$ cat src/rtl/spi_reg_slave.sv
// SPI mode-0 slave exposing an 8x8 register file, oversampled on the system clock.
// Frame: command byte {rw, 4'bx, addr[2:0]} followed by one data byte, both MSB first.
module spi_reg_slave #(
  parameter int          SYNC_STAGES = 2,
  parameter logic [7:0]  RST_VAL     = 8'h00
) (
  input  logic       clk,
  input  logic       rst,
  input  logic       scki,
  input  logic       mosii,
  input  logic       ssn,
  output logic       misoo,
  output logic       misoo_oe,
  input  logic [2:0] host_addr,
  input  logic       host_we,
  input  logic [7:0] host_wdata,
  output logic [7:0] host_rdata,
  output logic       wr_stb,
  output logic [2:0] wr_addr,
  output logic [7:0] wr_data,
  output logic       frame_err
);

  typedef enum logic [1:0] {IDLE, CMD, DATA, HOLD} state_t;

  logic [SYNC_STAGES-1:0] scki_sync, mosi_sync, ssn_sync;
  logic [SYNC_STAGES:0]   arm_sync;
  logic                   scki_prev, ssn_prev;
  logic                   scki_s, mosi_s, ssn_s, armed;
  logic                   sck_rise, sck_fall, ssn_fall, ssn_rise;

  state_t      state, state_nxt;
  logic [4:0]  cnt, cnt_nxt;
  logic [7:0]  rx, rx_nxt;
  logic [7:0]  tx, tx_nxt;
  logic        rw, rw_nxt;
  logic [2:0]  addr, addr_nxt;
  logic        spi_we, ferr_nxt;
  logic [7:0]  spi_wdata;
  logic [7:0]  regs [8];

  // Input synchronizers and edge history
  always_ff @(posedge clk or posedge rst) begin
    if (rst) begin
      scki_sync <= '0;
      mosi_sync <= '0;
      ssn_sync  <= '1;
      arm_sync  <= '0;
      scki_prev <= 1'b0;
      ssn_prev  <= 1'b1;
    end else begin
      scki_sync <= {scki_sync[SYNC_STAGES-2:0], scki};
      mosi_sync <= {mosi_sync[SYNC_STAGES-2:0], mosii};
      ssn_sync  <= {ssn_sync[SYNC_STAGES-2:0], ssn};
      arm_sync  <= {arm_sync[SYNC_STAGES-1:0], 1'b1};
      scki_prev <= scki_s;
      ssn_prev  <= ssn_s;
    end
  end

  assign scki_s = scki_sync[SYNC_STAGES-1];
  assign mosi_s = mosi_sync[SYNC_STAGES-1];
  assign ssn_s  = ssn_sync[SYNC_STAGES-1];
  // The ssn chain resets high; if the pin is already low at release, the chain
  // would show a false falling edge. Frame starts are ignored until it has flushed.
  assign armed  = arm_sync[SYNC_STAGES];

  assign sck_rise = scki_s & ~scki_prev;
  assign sck_fall = ~scki_s & scki_prev;
  assign ssn_fall = armed & ssn_prev & ~ssn_s;
  assign ssn_rise = ~ssn_prev & ssn_s;

  assign spi_wdata = {rx[6:0], mosi_s};

  always_comb begin
    state_nxt = state;
    cnt_nxt   = cnt;
    rx_nxt    = rx;
    tx_nxt    = tx;
    rw_nxt    = rw;
    addr_nxt  = addr;
    spi_we    = 1'b0;
    ferr_nxt  = 1'b0;
    case (state)
      IDLE: begin
        if (ssn_fall) begin
          state_nxt = CMD;
          cnt_nxt   = '0;
          rx_nxt    = '0;
          tx_nxt    = '0;
        end
      end
      CMD: begin
        if (ssn_rise) begin
          state_nxt = IDLE;
          ferr_nxt  = (cnt != 5'd0);
        end else if (sck_rise) begin
          rx_nxt  = spi_wdata;
          cnt_nxt = cnt + 5'd1;
          if (cnt == 5'd7) begin
            rw_nxt    = rx[6];
            addr_nxt  = {rx[1:0], mosi_s};
            state_nxt = DATA;
          end
        end
      end
      DATA: begin
        if (ssn_rise) begin
          state_nxt = IDLE;
          ferr_nxt  = 1'b1;
        end else if (sck_rise) begin
          rx_nxt  = spi_wdata;
          cnt_nxt = cnt + 5'd1;
          if (cnt == 5'd15) begin
            state_nxt = HOLD;
            spi_we    = ~rw;
          end
        end else if (sck_fall && rw) begin
          // First fall after the command byte loads; later falls shift out
          if (cnt == 5'd8) tx_nxt = regs[addr];
          else             tx_nxt = {tx[6:0], 1'b0};
        end
      end
      HOLD: begin
        if (ssn_rise) state_nxt = IDLE;
      end
      default: state_nxt = IDLE;
    endcase
  end

  // Frame state registers
  always_ff @(posedge clk or posedge rst) begin
    if (rst) begin
      state <= IDLE;
      cnt   <= '0;
      rx    <= '0;
      tx    <= '0;
      rw    <= 1'b0;
      addr  <= '0;
    end else begin
      state <= state_nxt;
      cnt   <= cnt_nxt;
      rx    <= rx_nxt;
      tx    <= tx_nxt;
      rw    <= rw_nxt;
      addr  <= addr_nxt;
    end
  end

  // Register file: an SPI write takes precedence over a host write to the same address
  always_ff @(posedge clk or posedge rst) begin
    if (rst) begin
      for (int i = 0; i < 8; i++) regs[i] <= RST_VAL;
    end else begin
      for (int i = 0; i < 8; i++) begin
        if (spi_we && addr == 3'(i))
          regs[i] <= spi_wdata;
        else if (host_we && host_addr == 3'(i))
          regs[i] <= host_wdata;
      end
    end
  end

  // Write notification and abort strobe
  always_ff @(posedge clk or posedge rst) begin
    if (rst) begin
      wr_stb    <= 1'b0;
      wr_addr   <= '0;
      wr_data   <= '0;
      frame_err <= 1'b0;
    end else begin
      wr_stb    <= spi_we;
      frame_err <= ferr_nxt;
      if (spi_we) begin
        wr_addr <= addr;
        wr_data <= spi_wdata;
      end
    end
  end

  assign host_rdata = regs[host_addr];
  assign misoo      = (state == DATA) & tx[7];
  assign misoo_oe   = ~ssn_s;

endmodule
$ cat config.mk
export PLATFORM = sky130hd
export DESIGN_NAME = spi_reg_slave
export DESIGN_NICKNAME = d
export VERILOG_FILES = /design/src/rtl/spi_reg_slave.sv
export SDC_FILE = /design/constraint.sdc
export NUM_CORES = 1
export LEC_CHECK = 0
export ABC_AREA = 1
export BUFFER_PORTS_ARGS = -buffer_cell sky130_fd_sc_hd__buf_2
export CAP_MARGIN = 40
export CORE_ASPECT_RATIO = 1.5
export CORE_MARGIN = 2
export CORE_UTILIZATION = 45
export CTS_BUF_LIST = sky130_fd_sc_hd__clkbuf_4 sky130_fd_sc_hd__clkbuf_8
export DETAILED_ROUTE_END_ITERATION = 12
export PLACE_DENSITY = 0.59
export SLEW_MARGIN = 10
export SYNTH_ARGS = -nofsm -noshare
export SYNTH_HDL_FRONTEND = slang
export SYNTH_SLANG_ARGS = --single-unit
$ cat constraint.sdc
create_clock -name clk -period 4.7 [get_ports clk]
set_input_delay 0.705 -clock clk [delete_from_list [all_inputs] [get_ports clk]]
set_output_delay 0.705 -clock clk [all_outputs]
set_load 0.01 [all_outputs]
# After elaboration in Yosys (flattened, before gate mapping)
# Index checks and enable logic that the tools add are counted.
# Widths: inputs -> output; s select.
# word_totals
regBits	114
latch_bits	0
mem_bits_rw	0
rom_bits	0
input_bits	17
elab_cells	159
n_memories	0
# classes
addsub	1
mul	0
n_div	0
n_lt_le_gt_ge	2
eq_ne	31
shifts	0
mux	51
bitwise_logic	14
n_reduce_logical	36
# op_table
operator	n
$mux 8	25
$bmux 8 s3	2
$eq 3x3->1 const B	8
$reduce_bool 2->1	10
$logic_and 1x1->1	17
$mux 2	8
$pmux 8 s2	1
$mux 5	3
$mux 7	2
$pmux 7 s2	1
$eq 3x2->1 const B	4
$ne 2x2->1 const B	6
$ne 3x3->1 const B	4
$eq 5x4->1 const B	2
$pmux 5 s2	1
$ge 4x4->1 const B	2
$not 3->4	2
$pmux 2 s4	1
$reduce_and 4->1	2
$and 1x1->1	6
$eq 3x1->1 const B	2
$logic_not 3->1	2
$mux 1	6
$not 1->1	6
other kinds (11)	12

# Longest topological paths before layout
# Gate-level depths: netlist of run 1.
# depth
ltp_word	9
ltp_mapped	12
depth_no_buf	11

# Least setup slack after synthesis of run 1
# No wires, ideal clock.
# synth_timing
path_type	input port to output port
start	input port host_addr[0]
end	output port host_rdata[0]
arrival_time_ps	1725
required_ps	3995
slack_ps	2270
stages	5
path_buffers	1
cell_sequence	inv_1 -> nor2_1 -> clkbuf_1 -> a22oi_1 -> a31oi_1
# synth_via
elab_chain_len	4
# synth_lines
element	line_no	rtl
start: declaration	14	input logic [2:0] host_addr,
$not 3->4 (implied by the code)	181	assign host_rdata = regs[host_addr];
$bmux 8 s3	181	
$mux 8 (implied by the code) (2 in series)	181	
end: declaration	17	output logic [7:0] host_rdata,
# No other way between the ends. The select of a mux whose other input is x is not followed.

# Worst setup path after layout of run 1
# layout_timing
start	register cnt[0]
end	register regs[10] (netlist bit)
# layout_via
elab_chain_len	7
elab_cells_between_ends	8
cone_classes	eq/ne: 1; mux: 5; reduce/logical: 2
# layout_lines
element	line_no	rtl
start: declaration	33	logic [4:0] cnt, cnt_nxt;
start signal: assignment	142	cnt <= cnt_nxt;
$eq 5x4->1 (*)	114	if (cnt == 5'd15) begin
$mux 1 (*)	114	
$mux 1 (*)	111	end else if (sck_rise) begin
$mux 1 (*)	108	if (ssn_rise) begin
$mux 1 (*)	84	case (state)
$logic_and 1x1->1 (*)	156	if (spi_we && addr == 3'(i))
$mux 8 / $reduce_bool 2->1 (equally long branches)	-	
end signal: indexed assignment	157	regs[i] <= spi_wdata;
end signal: indexed assignment	159	regs[i] <= host_wdata;
end: declaration	40	logic [7:0] regs [8];
# Mark *: on every way between the ends. The rest lies on a longest branch, timed or not.
# A chain may end at the register's enable or synchronous reset.

==> qor.yml, run 1 <==
floorplanning:
  die_y_um: 151
  die_area_mm2: 0.0154
  initial_utilization: 0.462
  die-width_um: 102
  io_pins: 40
  rows: 53
  coreArea_mm2: 0.0141
power:
  pwr-share-clk: 0.353
  internal_power_uw: 1930
  p_sw_frac: 0.348
  p_switching_uw: 1030
  leakage_uw: 0.00359
  p_per_area_mw_per_mm2: 408
  p_comb_frac: 0.199
  ir_drop_mv: 0.311
  seq_power_share: 0.448
cts:
  cts_tree: "built"
  cts_root_buf: "clkbuf_8"
  cts-resized-gates: 0
  clk_pin_slew_ns: 0.08
  post_cts_buffers: 0
  hold_buffers: 0
  clk-insertion-delay-late_ns: 0.44
  cts_buffer_depth: 2
  cts_buffers: 17
  cts_sinks: 114
  htreeDepth: 4
placed_design:
  io_buffer_count: 39
  place_ws_ns: 1.84
  place_congestion: 0.941
  dp_hpwl_um: 16500
detailed_routing:
  drt_wl_total_um: 22600
  drtIter0Drc: 504
  ant_nets: 0
  vias: 6555
  wl_per_cell_um: 19.7
  drc_errors: 0
  viasPerCell: 5.72
  drt_pass1_iterations: 6
cells_and_area:
  drive_gt1_frac: 0.0997
  finalNetCount: 965
  n_fill_cell: 1446
  synthToLayoutAreaGrowth_pct: 11.4
  antenna_cells: 0
sta:
  rsz0062_at_grt: "no"
  hold_viol: 0
  slew_headroom: 0.492
  setup_viol: 0
  slew_viol_final: 0
  finalCriticalPeriod_ns: 2.90
  fin_tns_setup_ns: 0
  finalCritPeriodShare: 0.617
  fin_skew_ns: 0.00754
  setup_ws_ns: 1.80
  tightest_slew_ns: 0.763
  fmax_mhz: 345
worst_setup_path:
  cp-start-kind: "flop"
  r2r_cells: 11
  path_class: "flop to flop"
  required_ns: 5.02
  reg2reg_from: "cnt[0]$_DFFE_PP0P_"
  cp-end-kind: "flop"
  crit_arrival_ns: 3.22
  r2r_slack_ns: 1.80
  cp_max_fo: 36
  r2r-end: "regs[10]$_DFFE_PP0P_"
grt:
  grt_pass1_vias: 6274
  grt_max_degree: 52
  grt_pass1_wl_um: 35500
  grt_usage: 0.312
  antenna_found_initial: 0
  overflow: 0
yosys:
  synth-seq-cells: 114
  synth-warning-count: 0
  synth_compound_gate_area_share: 0.0387
  synth_nets: 947
  synth.avg_cell_area_um2: 7.05
  synth.mux.area_fraction: 0
  synth_top_family_by_area: "simple AND/OR/NAND/NOR gates"
  synthXorXnorAreaFrac: 0.00135
  ys_seq_area_frac: 0.439
  ys_types: 27
  synth_cells: 922
  synthSimpleGateAreaFrac: 0.441
  mappedNetlistArea_mm2: 0.00650
  synth_fa_ha_area_frac: 0.0154
worst_hold_path:
  min_path_type: "input port to asynchronous set/reset pin"
status:
  status: "finished clean"
flow_run:
  cap_violations: 0
## critical path, stage by stage, from the launching register on
cell	delay, ns
dfrtp_1	0.41
ha_1	0.19
nand2_1	0.09
nor2_1	0.10
ha_1	0.15
inv_1	0.07
nor3b_4	0.40
nand2_4	0.28
nor2_8	0.48
nand2_1	0.34
nand3_1	0.16
nand3_1	0.08
## how the worst max path moves through the flow
| stage | startpoint | endpoint | slack [ns] | cells past startpoint |
|---|---|---|---|---|
| 3_3_place_gp | host_addr[0] | host_rdata[3] | 1.76 | 7 |
| 6_report | cnt[0]$_DFFE_PP0P_ | regs[10]$_DFFE_PP0P_ | 1.80 | 11 |
| 3_5_place_dp | cnt[0]$_DFFE_PP0P_ | regs[62]$_DFFE_PP0P_ | 1.84 | 11 |
| 2_1_floorplan | rst | addr[0]$_DFFE_PP0P_ | 0.98 | 1 |
| 4_1_cts | cnt[0]$_DFFE_PP0P_ | regs[62]$_DFFE_PP0P_ | 1.81 | 11 |
| 5_1_grt | cnt[0]$_DFFE_PP0P_ | regs[55]$_DFFE_PP0P_ | 1.52 | 11 |
## cells in the mapped netlist
cell,instances,area share
nor2_2,1,0.00096
dfstp_2,3,0.012
a22oi_1,1,0.0012
nor2_1,60,0.035
o21ai_1,1,0.00077
nand4_1,19,0.018
nor3b_4,1,0.0029
o211ai_1,1,0.0012
o21ai_0,22,0.017
xor2_1,1,0.0013
dfrtp_1,111,0.43
a31oi_1,3,0.0029
nand2_1,304,0.18
nor3_1,2,0.0015
conb_1,1,0.00058
clkbuf_1,31,0.018
nor2_8,2,0.0062
nand2_2,4,0.0038
o22ai_1,8,0.0077
inv_2,2,0.0012
nand2_4,1,0.0017
a21oi_1,9,0.0069
buf_2,18,0.014
o21a_1,1,0.0012
nand3_1,254,0.20
ha_1,8,0.015
inv_1,53,0.031
## routing by layer
layer | GRT usage | share of wire
met5 | 0 | 0
met4 | 0.137 | 0.036
met1 | 0.388 | 0.39
met3 | 0.0572 | 0.072
met2 | 0.526 | 0.50
## placed cells by master (no fill, tap or decap), drive strengths merged, types with 2 or more instances in the layout
cell type and n:
nand3 254, bufinv 4, a21oi 9, nor3 2, nor2 63, o21ai 23
ha 8, clkbuf 18, nand2 309, a31oi 3, dfrtp 111, inv 60
buf 48, nand4 19, clkinvlp 2, clkinv 3, dfstp 3, o22ai 8
## state kept, by name (all words and copies together), names as in the netlist
| register | cells |
|---|---|
| ssn_prev | 1 |
| wr_data | 8 |
| addr | 3 |
| scki_sync | 2 |
| rx | 7 |
| ssn_sync | 2 |
| state | 2 |
| wr_addr | 3 |
| frame_err | 1 |
| regs | 64 |
| scki_prev | 1 |
| cnt | 5 |
| arm_sync | 3 |
| wr_stb | 1 |
| tx | 8 |
| rw | 1 |
| mosi_sync | 2 |
## cell type report
cell class / instances / area [µm²] / share of cell area
clock buffer: 18 / 241 / 0.0333
clock inverter: 14 / 201 / 0.0278
inverter: 55 / 209 / 0.0288
multi-input combinational: 704 / 3230 / 0.446
sequential: 114 / 2860 / 0.394
tap: 192 / 240 / 0.0332
timing repair buffer: 48 / 263 / 0.0363
## kinds of logic (layout without fill, tap and decap cells)
| family | count (synthesis) | count (layout) |
|---|---|---|
| xor gates and xnor gates | 1 | 1 |
| DFF | 114 | 114 |
| adders and majority gates | 8 | 8 |
| AOI/OAI and AO/OA | 46 | 46 |
| other | 1 | 1 |
| buffers and inverters | 104 | 135 |
| and+or+nand+nor | 648 | 648 |
## stage by stage
step	std cells	util	hold WS (ns)	area, µm²	total power, µW
after floorplan	922	-	0.331	6500	1680
after detailed placement	1113	0.484	0.335	6800	1920
final	1145	0.515	0.233	7240	2950
after global placement	1111	0.483	0.332	6790	1910
after CTS	1145	0.515	0.233	7240	2960
after global routing	1145	0.515	0.261	7240	3110
## power by group through the flow
stage | registers, µW | logic (µW) | clock network, µW
after global placement | 1340 | 573 | 0
after CTS | 1310 | 590 | 1060
after global routing | 1330 | 675 | 1100
after detailed placement | 1330 | 589 | 0
final | 1320 | 587 | 1040
after floorplan | 1230 | 455 | 0
Note: power is estimated with default switching activity, not from simulation.
==> run 2, diff against run 1 <==
--- a/config.mk
+++ b/config.mk
@@ -5,7 +5,7 @@
 export SDC_FILE = /design/constraint.sdc
 export NUM_CORES = 1
 export LEC_CHECK = 0
-export ABC_AREA = 1
+export ABC_AREA = 0
 export BUFFER_PORTS_ARGS = -buffer_cell sky130_fd_sc_hd__buf_2
 export CAP_MARGIN = 40
 export CORE_ASPECT_RATIO = 1.5
@@ -13,7 +13,7 @@
 export CORE_UTILIZATION = 45
 export CTS_BUF_LIST = sky130_fd_sc_hd__clkbuf_4 sky130_fd_sc_hd__clkbuf_8
 export DETAILED_ROUTE_END_ITERATION = 12
-export PLACE_DENSITY = 0.59
+export PLACE_DENSITY = 0.61
 export SLEW_MARGIN = 10
 export SYNTH_ARGS = -nofsm -noshare
 export SYNTH_HDL_FRONTEND = slang
==> constraint.sdc (replaced) <==
create_clock -name clk -period 2.6 [get_ports clk]
set_input_delay 0.39 -clock clk [delete_from_list [all_inputs] [get_ports clk]]
set_output_delay 0.39 -clock clk [all_outputs]
set_load 0.01 [all_outputs]
==> run 2 against run 1 <==
  * Non-clock buffer count increased by 21
  * Clock-buffer cell count increased by 2
  * Area after synthesis decreased by 1.7%
  * Critical path depth decreased by 2
  * Sequential share of layout area decreased by 0.45 points
  * Routed wire length decreased by 27%
  * Via count decreased by 32%
  * Global-route usage decreased by 8.0 points
  * Setup slack got worse by 1.6 ns
  * Sequential power increased by 81%
  * Combinational power increased by 110%
  * Clock skew increased by 0.0033 ns
  * Critical path type unchanged
==> qor.yml, run 2 <==
yosys:
  ys_top_cells_by_area: "dfrtp_1 43%, mux2_2 18%, mux4_2 11%"
  ys_seq_area_frac: 0.447  # +0.00766
  ys_types: 54  # +100%
  synth-warning-count: 0  # unchanged
  synth_commonest_cells: "111 x dfrtp_1, 102 x mux2_2, 36 x mux2i_1, 30 x mux4_2, 27 x o21ai_0"
  async_flop_share: 1.00  # unchanged
  synth_top_area_share: 0.435  # +0.00745
  synthMostInstantiatedCell: "dfrtp_1"
  mappedNetlistArea_mm2: 0.00639  # -1.7%
  synth_nets: 515  # -46%
  synth_top_area_cell: "dfrtp_1"
  synth_cells: 490  # -47%
  synthFlopType: "dfrtp_1"
  synth-seq-cells: 114  # unchanged
  synth-edff-count: 0  # unchanged
  synth.avg_cell_area_um2: 13.0  # +85%
cts:
  cts_root_buf: "clkbuf_8"
  cts_buffer_depth: 2  # unchanged
  cts_buffers: 17  # unchanged
  htreeDepth: 4  # unchanged
  cts_sinks: 114  # unchanged
  clk-insertion-delay-late_ns: 0.45  # about the same
  post_cts_buffers: 0  # unchanged
  cts_tree: "built"
  clk_pin_slew_ns: 0.07  # about the same
worst_setup_path:
  crit_path_cell_trace: "ha_2 > and3_1 > ha_1 > nand2_2 > nor4b_4 > buf_12 > buf_4 > nand3b_4 > mux2_1"
  cp-start-kind: "flop"
  path_class: "flop to flop"
  critPathBufInv: 2  # +1
  cp-end-kind: "flop"
  cp_max_fo: 12  # -67%
  cpMaxStageDelayCell: "dfrtp_1"
  crit_arrival_ns: 2.75  # -0.47 ns
  path_delay_family: "simple AND/OR/NAND/NOR gates"
  required_ns: 2.93  # -2.09 ns
  cpPeakStageDelay_ns: 0.40  # -0.08 ns
flow_run:
  cap_violations: 0  # unchanged
sta:
  tightest_slew_ns: 0.732  # -0.0307 ns
  hold_viol: 0  # unchanged
  finalCritPeriodShare: 0.933  # +0.316
  slew_viol_final: 0  # unchanged
  finalCriticalPeriod_ns: 2.43  # -0.474 ns
  fin_skew_ns: 0.0109  # +0.00332 ns
  slew_headroom: 0.512  # +0.0205
  rsz0062_at_grt: "no"
  fin_tns_setup_ns: 0  # unchanged
  fmax_mhz: 412  # +20%
  setup_ws_ns: 0.174  # -1.63 ns
  setup_viol: 0  # unchanged
  holdWs_ns: 0.0430  # -0.190 ns
detailed_routing:
  drtIter0Drc: 303  # -40%
  viasPerCell: 6.22  # +8.7%
  ant_nets: 0  # unchanged
  vias: 4430  # -32%
  wl_per_cell_um: 23.3  # +18%
  drc_errors: 0  # unchanged
  drt_wl_total_um: 16600  # -27%
  drt_pass1_iterations: 4  # -2
cells_and_area:
  antenna_cells: 0  # unchanged
  largest_reg_flops: 64  # unchanged
  drive_gt1_frac: 0.461  # +0.361
  seq_area_mm2: 0.00286  # unchanged
  finish.utilization: 0.526  # +0.0109
  layout.cells.most_common: "dfrtp_1"
  synthToLayoutAreaGrowth_pct: 14.7
  n_fill_cell: 1195  # -17%
  largest-register: "regs"
  layout_common_cells: "111 x dfrtp_1, 102 x mux2_2, 39 x buf_2"
  finalNetCount: 559  # -42%
  reg_top3: "regs (64), tx (8), wr_data (8)"
  instances_no_fill: 712  # -38%
  multiInputGateArea_mm2: 0.00330  # +2.0%
grt:
  antenna_found_initial: 0  # unchanged
  grt_max_degree: 53  # +1.9%
  grt_usage: 0.232  # -0.0804
  grt_pass1_wl_um: 26200  # -26%
  grt_pass1_vias: 4706  # -25%
  overflow: 0  # unchanged
placed_design:
  io_buffer_count: 39  # unchanged
  dp_hpwl_um: 11500  # -30%
  place_congestion: 0.845  # -10%
  dp_cells: 679  # -39%
  place_ws_ns: 0.172  # -1.66 ns
floorplanning:
  die-width_um: 101  # -0.83%
  die_area_mm2: 0.0152  # -1.7%
  die_y_um: 150  # -0.84%
  rows: 53  # unchanged
  io_pins: 40  # unchanged
  initial_utilization: 0.459  # -0.00359
  coreArea_mm2: 0.0139  # -0.94%
power:
  ir_drop_mv: 0.354  # +14%
  internal_power_uw: 3840  # +99%
  pwr-share-clk: 0.343  # -0.010
  p_switching_uw: 1680  # +64%
  p_comb_frac: 0.225  # +0.026
  p_per_area_mw_per_mm2: 754  # +85%
  p_sw_frac: 0.305  # -0.0430
  leakage_uw: 0.00321  # -10%
  seq_power_share: 0.433  # -0.015
worst_hold_path:
  min_path_type: "input port to flop"
status:
  status: "finished clean"
[run 2: area by class of cell]
| type | count | area share |
|---|---|---|
| tap | 165 | 0.0282 |
| timing repair buffer | 69 | 0.0645 |
| clock buffer | 20 | 0.0367 |
| clock inverter | 12 | 0.0246 |
| multi-input combinational | 321 | 0.450 |
| sequential | 114 | 0.390 |
| inverter | 11 | 0.00615 |
[run 2: what timing repair did]
action	4_1_cts	5_1_grt
hold buffers	1	0
setup endpoints to repair	0	9
hold endpoints to repair	18	0
resized for setup	0	3
[run 2: logic make-up (layout without fill, tap and decap cells)]
group / count (synthesis) / count (layout) / synth area share
other: 1 / 1 / 0.000587
adder cells (fa/ha/maj): 8 / 8 / 0.0157
flip-flops: 114 / 114 / 0.447
buffers and inverters: 55 / 112 / 0.0386
AO/OA/AOI/OAI: 57 / 57 / 0.0621
multiplexers: 170 / 170 / 0.345
AND/OR/NAND/NOR: 85 / 85 / 0.0907
[run 2: final timing paths]
kind | start | endpoint | slack (ns) | cells past startpoint
setup / recovery | cnt[0]$_DFFE_PP0P_ | regs[49]$_DFFE_PP0P_ | 0.17 | 9
max in group asynchronous | rst | ssn_prev$_DFF_PP1_ | 1.40 | 4
min in group asynchronous | rst | mosi_sync[1]$_DFF_PP0_ | 0.53 | 3
hold reg to reg | mosi_sync[0]$_DFF_PP0_ | mosi_sync[1]$_DFF_PP0_ | 0.34 | 0
hold / removal | ssn | ssn_sync[0]$_DFF_PP1_ | 0.04 | 1
setup reg to reg | cnt[0]$_DFFE_PP0P_ | regs[49]$_DFFE_PP0P_ | 0.17 | 9
[run 2: per-stage QoR]
stage,cell area [µm²],power [µW]
CTS,7320,5550
detailed placement,6860,3650
global placement,6860,3590
global route,7330,5770
finish,7330,5520
floorplan,6390,3250
[run 2: routing by layer]
| metal | up-vias | share of wire | wire [µm] | GRT usage |
|---|---|---|---|---|
| met1 | 2308 | 0.39 | 6480 | 0.268 |
| met3 | 45 | 0.036 | 597 | 0.0528 |
| li1 | 1952 | - | - | - |
| met5 | - | 0 | 0 | 0 |
| met4 | 0 | 0.045 | 742 | 0.118 |
| met2 | 125 | 0.53 | 8760 | 0.397 |
[run 2: power by group through the flow]
stage               combinational [µW]  sequential, µW  clock [µW]
floorplan                         1020            2230           0
global placement                  1200            2390           0
detailed placement                1240            2410           0
CTS                               1250            2380        1920
global route                      1360            2420        2000
finish                            1240            2390        1890
==> run 3, diff against run 2 <==
--- a/config.mk
+++ b/config.mk
@@ -14,6 +14,7 @@
 export CTS_BUF_LIST = sky130_fd_sc_hd__clkbuf_4 sky130_fd_sc_hd__clkbuf_8
 export DETAILED_ROUTE_END_ITERATION = 12
 export PLACE_DENSITY = 0.61
+export REMOVE_ABC_BUFFERS = 1
 export SLEW_MARGIN = 10
 export SYNTH_ARGS = -nofsm -noshare
 export SYNTH_HDL_FRONTEND = slang
==> run 3 against run 2 <==
  * Design area increased by 0.80%
  * Critical path depth is the same
  * Combinational power increased by 3%
  * Hold slack lost 0.024 ns
  * Clock skew is essentially flat
  * Highest routed layer unchanged
  * Largest cell class unchanged
  * Global-route usage grew 1.4 points
  * Register-to-register slack worse by 0.08 ns
==> qor.yml, run 3 (synthesis results as in run 2) <==
status:
  status: "finished clean"
cts:
  clk_pin_slew_ns: 0.07  # about the same
  cts_tree: "built"
  cts_sinks: 114  # unchanged
  hold_buffers: 0  # -1
  htreeDepth: 4  # unchanged
  cts_root_buf: "clkbuf_8"
  clk-insertion-delay-late_ns: 0.44  # about the same
  cts_buffers: 17  # unchanged
  cts_buffer_depth: 2  # unchanged
placed_design:
  place_area_mm2: 0.00690  # +0.53%
  place_ws_ns: 0.130  # -0.0413 ns
  place_congestion: 0.827  # -2.2%
  dp_hpwl_um: 11900  # +3.5%
  io_buffer_count: 39  # unchanged
worst_setup_path:
  crit_path_start: "cnt[1]$_DFFE_PP0P_"
  cp-start-kind: "flop"
  cpPeakStageDelay_ns: 0.40  # about the same
  cpMaxStageDelayCell: "dfrtp_1"
  r2r_cells: 9  # unchanged
  path_class: "flop to flop"
  cp-end-kind: "flop"
  cp_max_fo: 12  # unchanged
  crit_path_cell_trace: "ha_2 > and3_1 > ha_1 > nand2_2 > nor4b_4 > buf_12 > and4_1 > buf_4 > mux2_2"
  r2r_slack_ns: 0.09  # -0.08 ns
  required_ns: 2.92  # about the same
  r2r-end: "regs[6]$_DFFE_PP0P_"
  reg2reg_from: "cnt[1]$_DFFE_PP0P_"
  critPathBufInv: 2  # unchanged
  path_delay_family: "simple AND/OR/NAND/NOR gates"
  crit_arrival_ns: 2.83  # +0.08 ns
floorplanning:
  rows: 53  # unchanged
  die_y_um: 150  # unchanged
  coreArea_mm2: 0.0139  # unchanged
  initial_utilization: 0.459  # unchanged
  io_pins: 40  # unchanged
  die-width_um: 101  # unchanged
  die_area_mm2: 0.0152  # unchanged
sta:
  fin_tns_setup_ns: 0  # unchanged
  finalCriticalPeriod_ns: 2.51  # +0.0821 ns
  tightest_slew_ns: 0.790  # +0.0583 ns
  hold_viol: 0  # unchanged
  fmax_mhz: 399  # -3.3%
  slew_viol_final: 0  # unchanged
  setup_ws_ns: 0.0915  # -0.0821 ns
  setup_viol: 0  # unchanged
  finalCritPeriodShare: 0.965  # +0.0316
  slew_headroom: 0.473  # -0.0389
  fin_skew_ns: 0.0110  # +0.000166 ns
cells_and_area:
  largest-register: "regs"
  finalNetCount: 567  # +1.4%
  fin_area_mm2: 0.00739  # +0.80%
  antenna_cells: 0  # unchanged
  reg_top3: "regs (64), tx (8), wr_data (8)"
  layout_common_cells: "111 x dfrtp_1, 102 x mux2_2, 39 x buf_2"
  synthToLayoutAreaGrowth_pct: 15.6
  largest_reg_flops: 64  # unchanged
  layout.cells.most_common: "dfrtp_1"
  drive_gt1_frac: 0.467  # +0.00597
  finish.utilization: 0.530  # +0.00422
detailed_routing:
  viasPerCell: 6.25  # +0.47%
  drt_wl_total_um: 17600  # +6.4%
  drtIter0Drc: 308  # +1.7%
  wl_per_cell_um: 24.5  # +5.2%
  drt_pass1_iterations: 4  # unchanged
  ant_nets: 0  # unchanged
  drc_errors: 0  # unchanged
  vias: 4501  # +1.6%
grt:
  antenna_found_initial: 0  # unchanged
  grt_max_degree: 45  # -15%
  overflow: 0  # unchanged
  grt_usage: 0.245  # +0.0136
  grt_pass1_wl_um: 27200  # +3.9%
  grt_pass1_vias: 4651  # -1.2%
worst_hold_path:
  min_path_type: "input port to asynchronous set/reset pin"
power:
  p_switching_uw: 1610  # -4.2%
  pwr-share-clk: 0.335  # -0.008
  internal_power_uw: 3860  # +0.45%
  p_per_area_mw_per_mm2: 741  # -1.7%
  leakage_uw: 0.00327  # +1.9%
  p_comb_frac: 0.233  # +0.008
  ir_drop_mv: 0.297  # -16%
  p_sw_frac: 0.295  # -0.00991
  seq_power_share: 0.431  # -0.002
flow_run:
  cap_violations: 0  # unchanged
-- run 3: cell count changes in the layout (fill, tap and decap cells not counted), sizes merged --
| cell | before | now |
|---|---|---|
| buf | 68 | 76 |
| clkbuf | 20 | 22 |
| clkinv | 2 | 5 |
| clkinvlp | 6 | 2 |
| dlygate4sd3 | 1 | 0 |
-- run 3: timing repair --
| action | in CTS | in global routing |
|---|---|---|
| setup endpoints to repair | 0 | 5 |
| buffers inserted | 0 | 3 |
| resized for setup | 0 | 1 |
-- run 3: power groups by stage --
stage	Clock [µW]	Combinational (µW)	Sequential (µW)
CTS	1860	1250	2360
detailed placement	0	1250	2390
global route	1940	1390	2400
finish	1830	1280	2360
global placement	0	1210	2370
floorplan	0	933	2270
-- run 3: metrics by stage --
step	hold slack (ns)	cells	total power, µW
2_1_floorplan	0.331	446	3200
3_3_place_gp	0.335	684	3580
3_5_place_dp	0.339	684	3630
4_1_cts	0.0315	716	5470
5_1_grt	0.0272	720	5730
6_report	0.0188	720	5470
-- run 3: cell type report --
cell class              instances  area (µm²)
clock buffers                  21         277
clock inverters                11         160
fillers                      1198        6540
inverters                      11        43.8
multi-input cells             321        3290
flip-flops and latches        114        2860
well taps                     165         206
repair buffers                 77         548
-- run 3: routing by layer --
metal	part of all wire	track usage
met1	0.39	0.304
met2	0.52	0.406
met3	0.047	0.0504
met4	0.044	0.119
met5	0	0
-- run 3: worst max-delay path by stage --
stage | end | slack [ns] | cells past startpoint
after floorplan | addr[0]$_DFFE_PP0P_ | -0.80 | 1
after global placement | regs[3]$_DFFE_PP0P_ | 0.20 | 9
after detailed placement | regs[6]$_DFFE_PP0P_ | 0.13 | 9
after CTS | regs[6]$_DFFE_PP0P_ | 0.11 | 9
after global routing | regs[6]$_DFFE_PP0P_ | -0.009 | 9
final | regs[6]$_DFFE_PP0P_ | 0.09 | 9
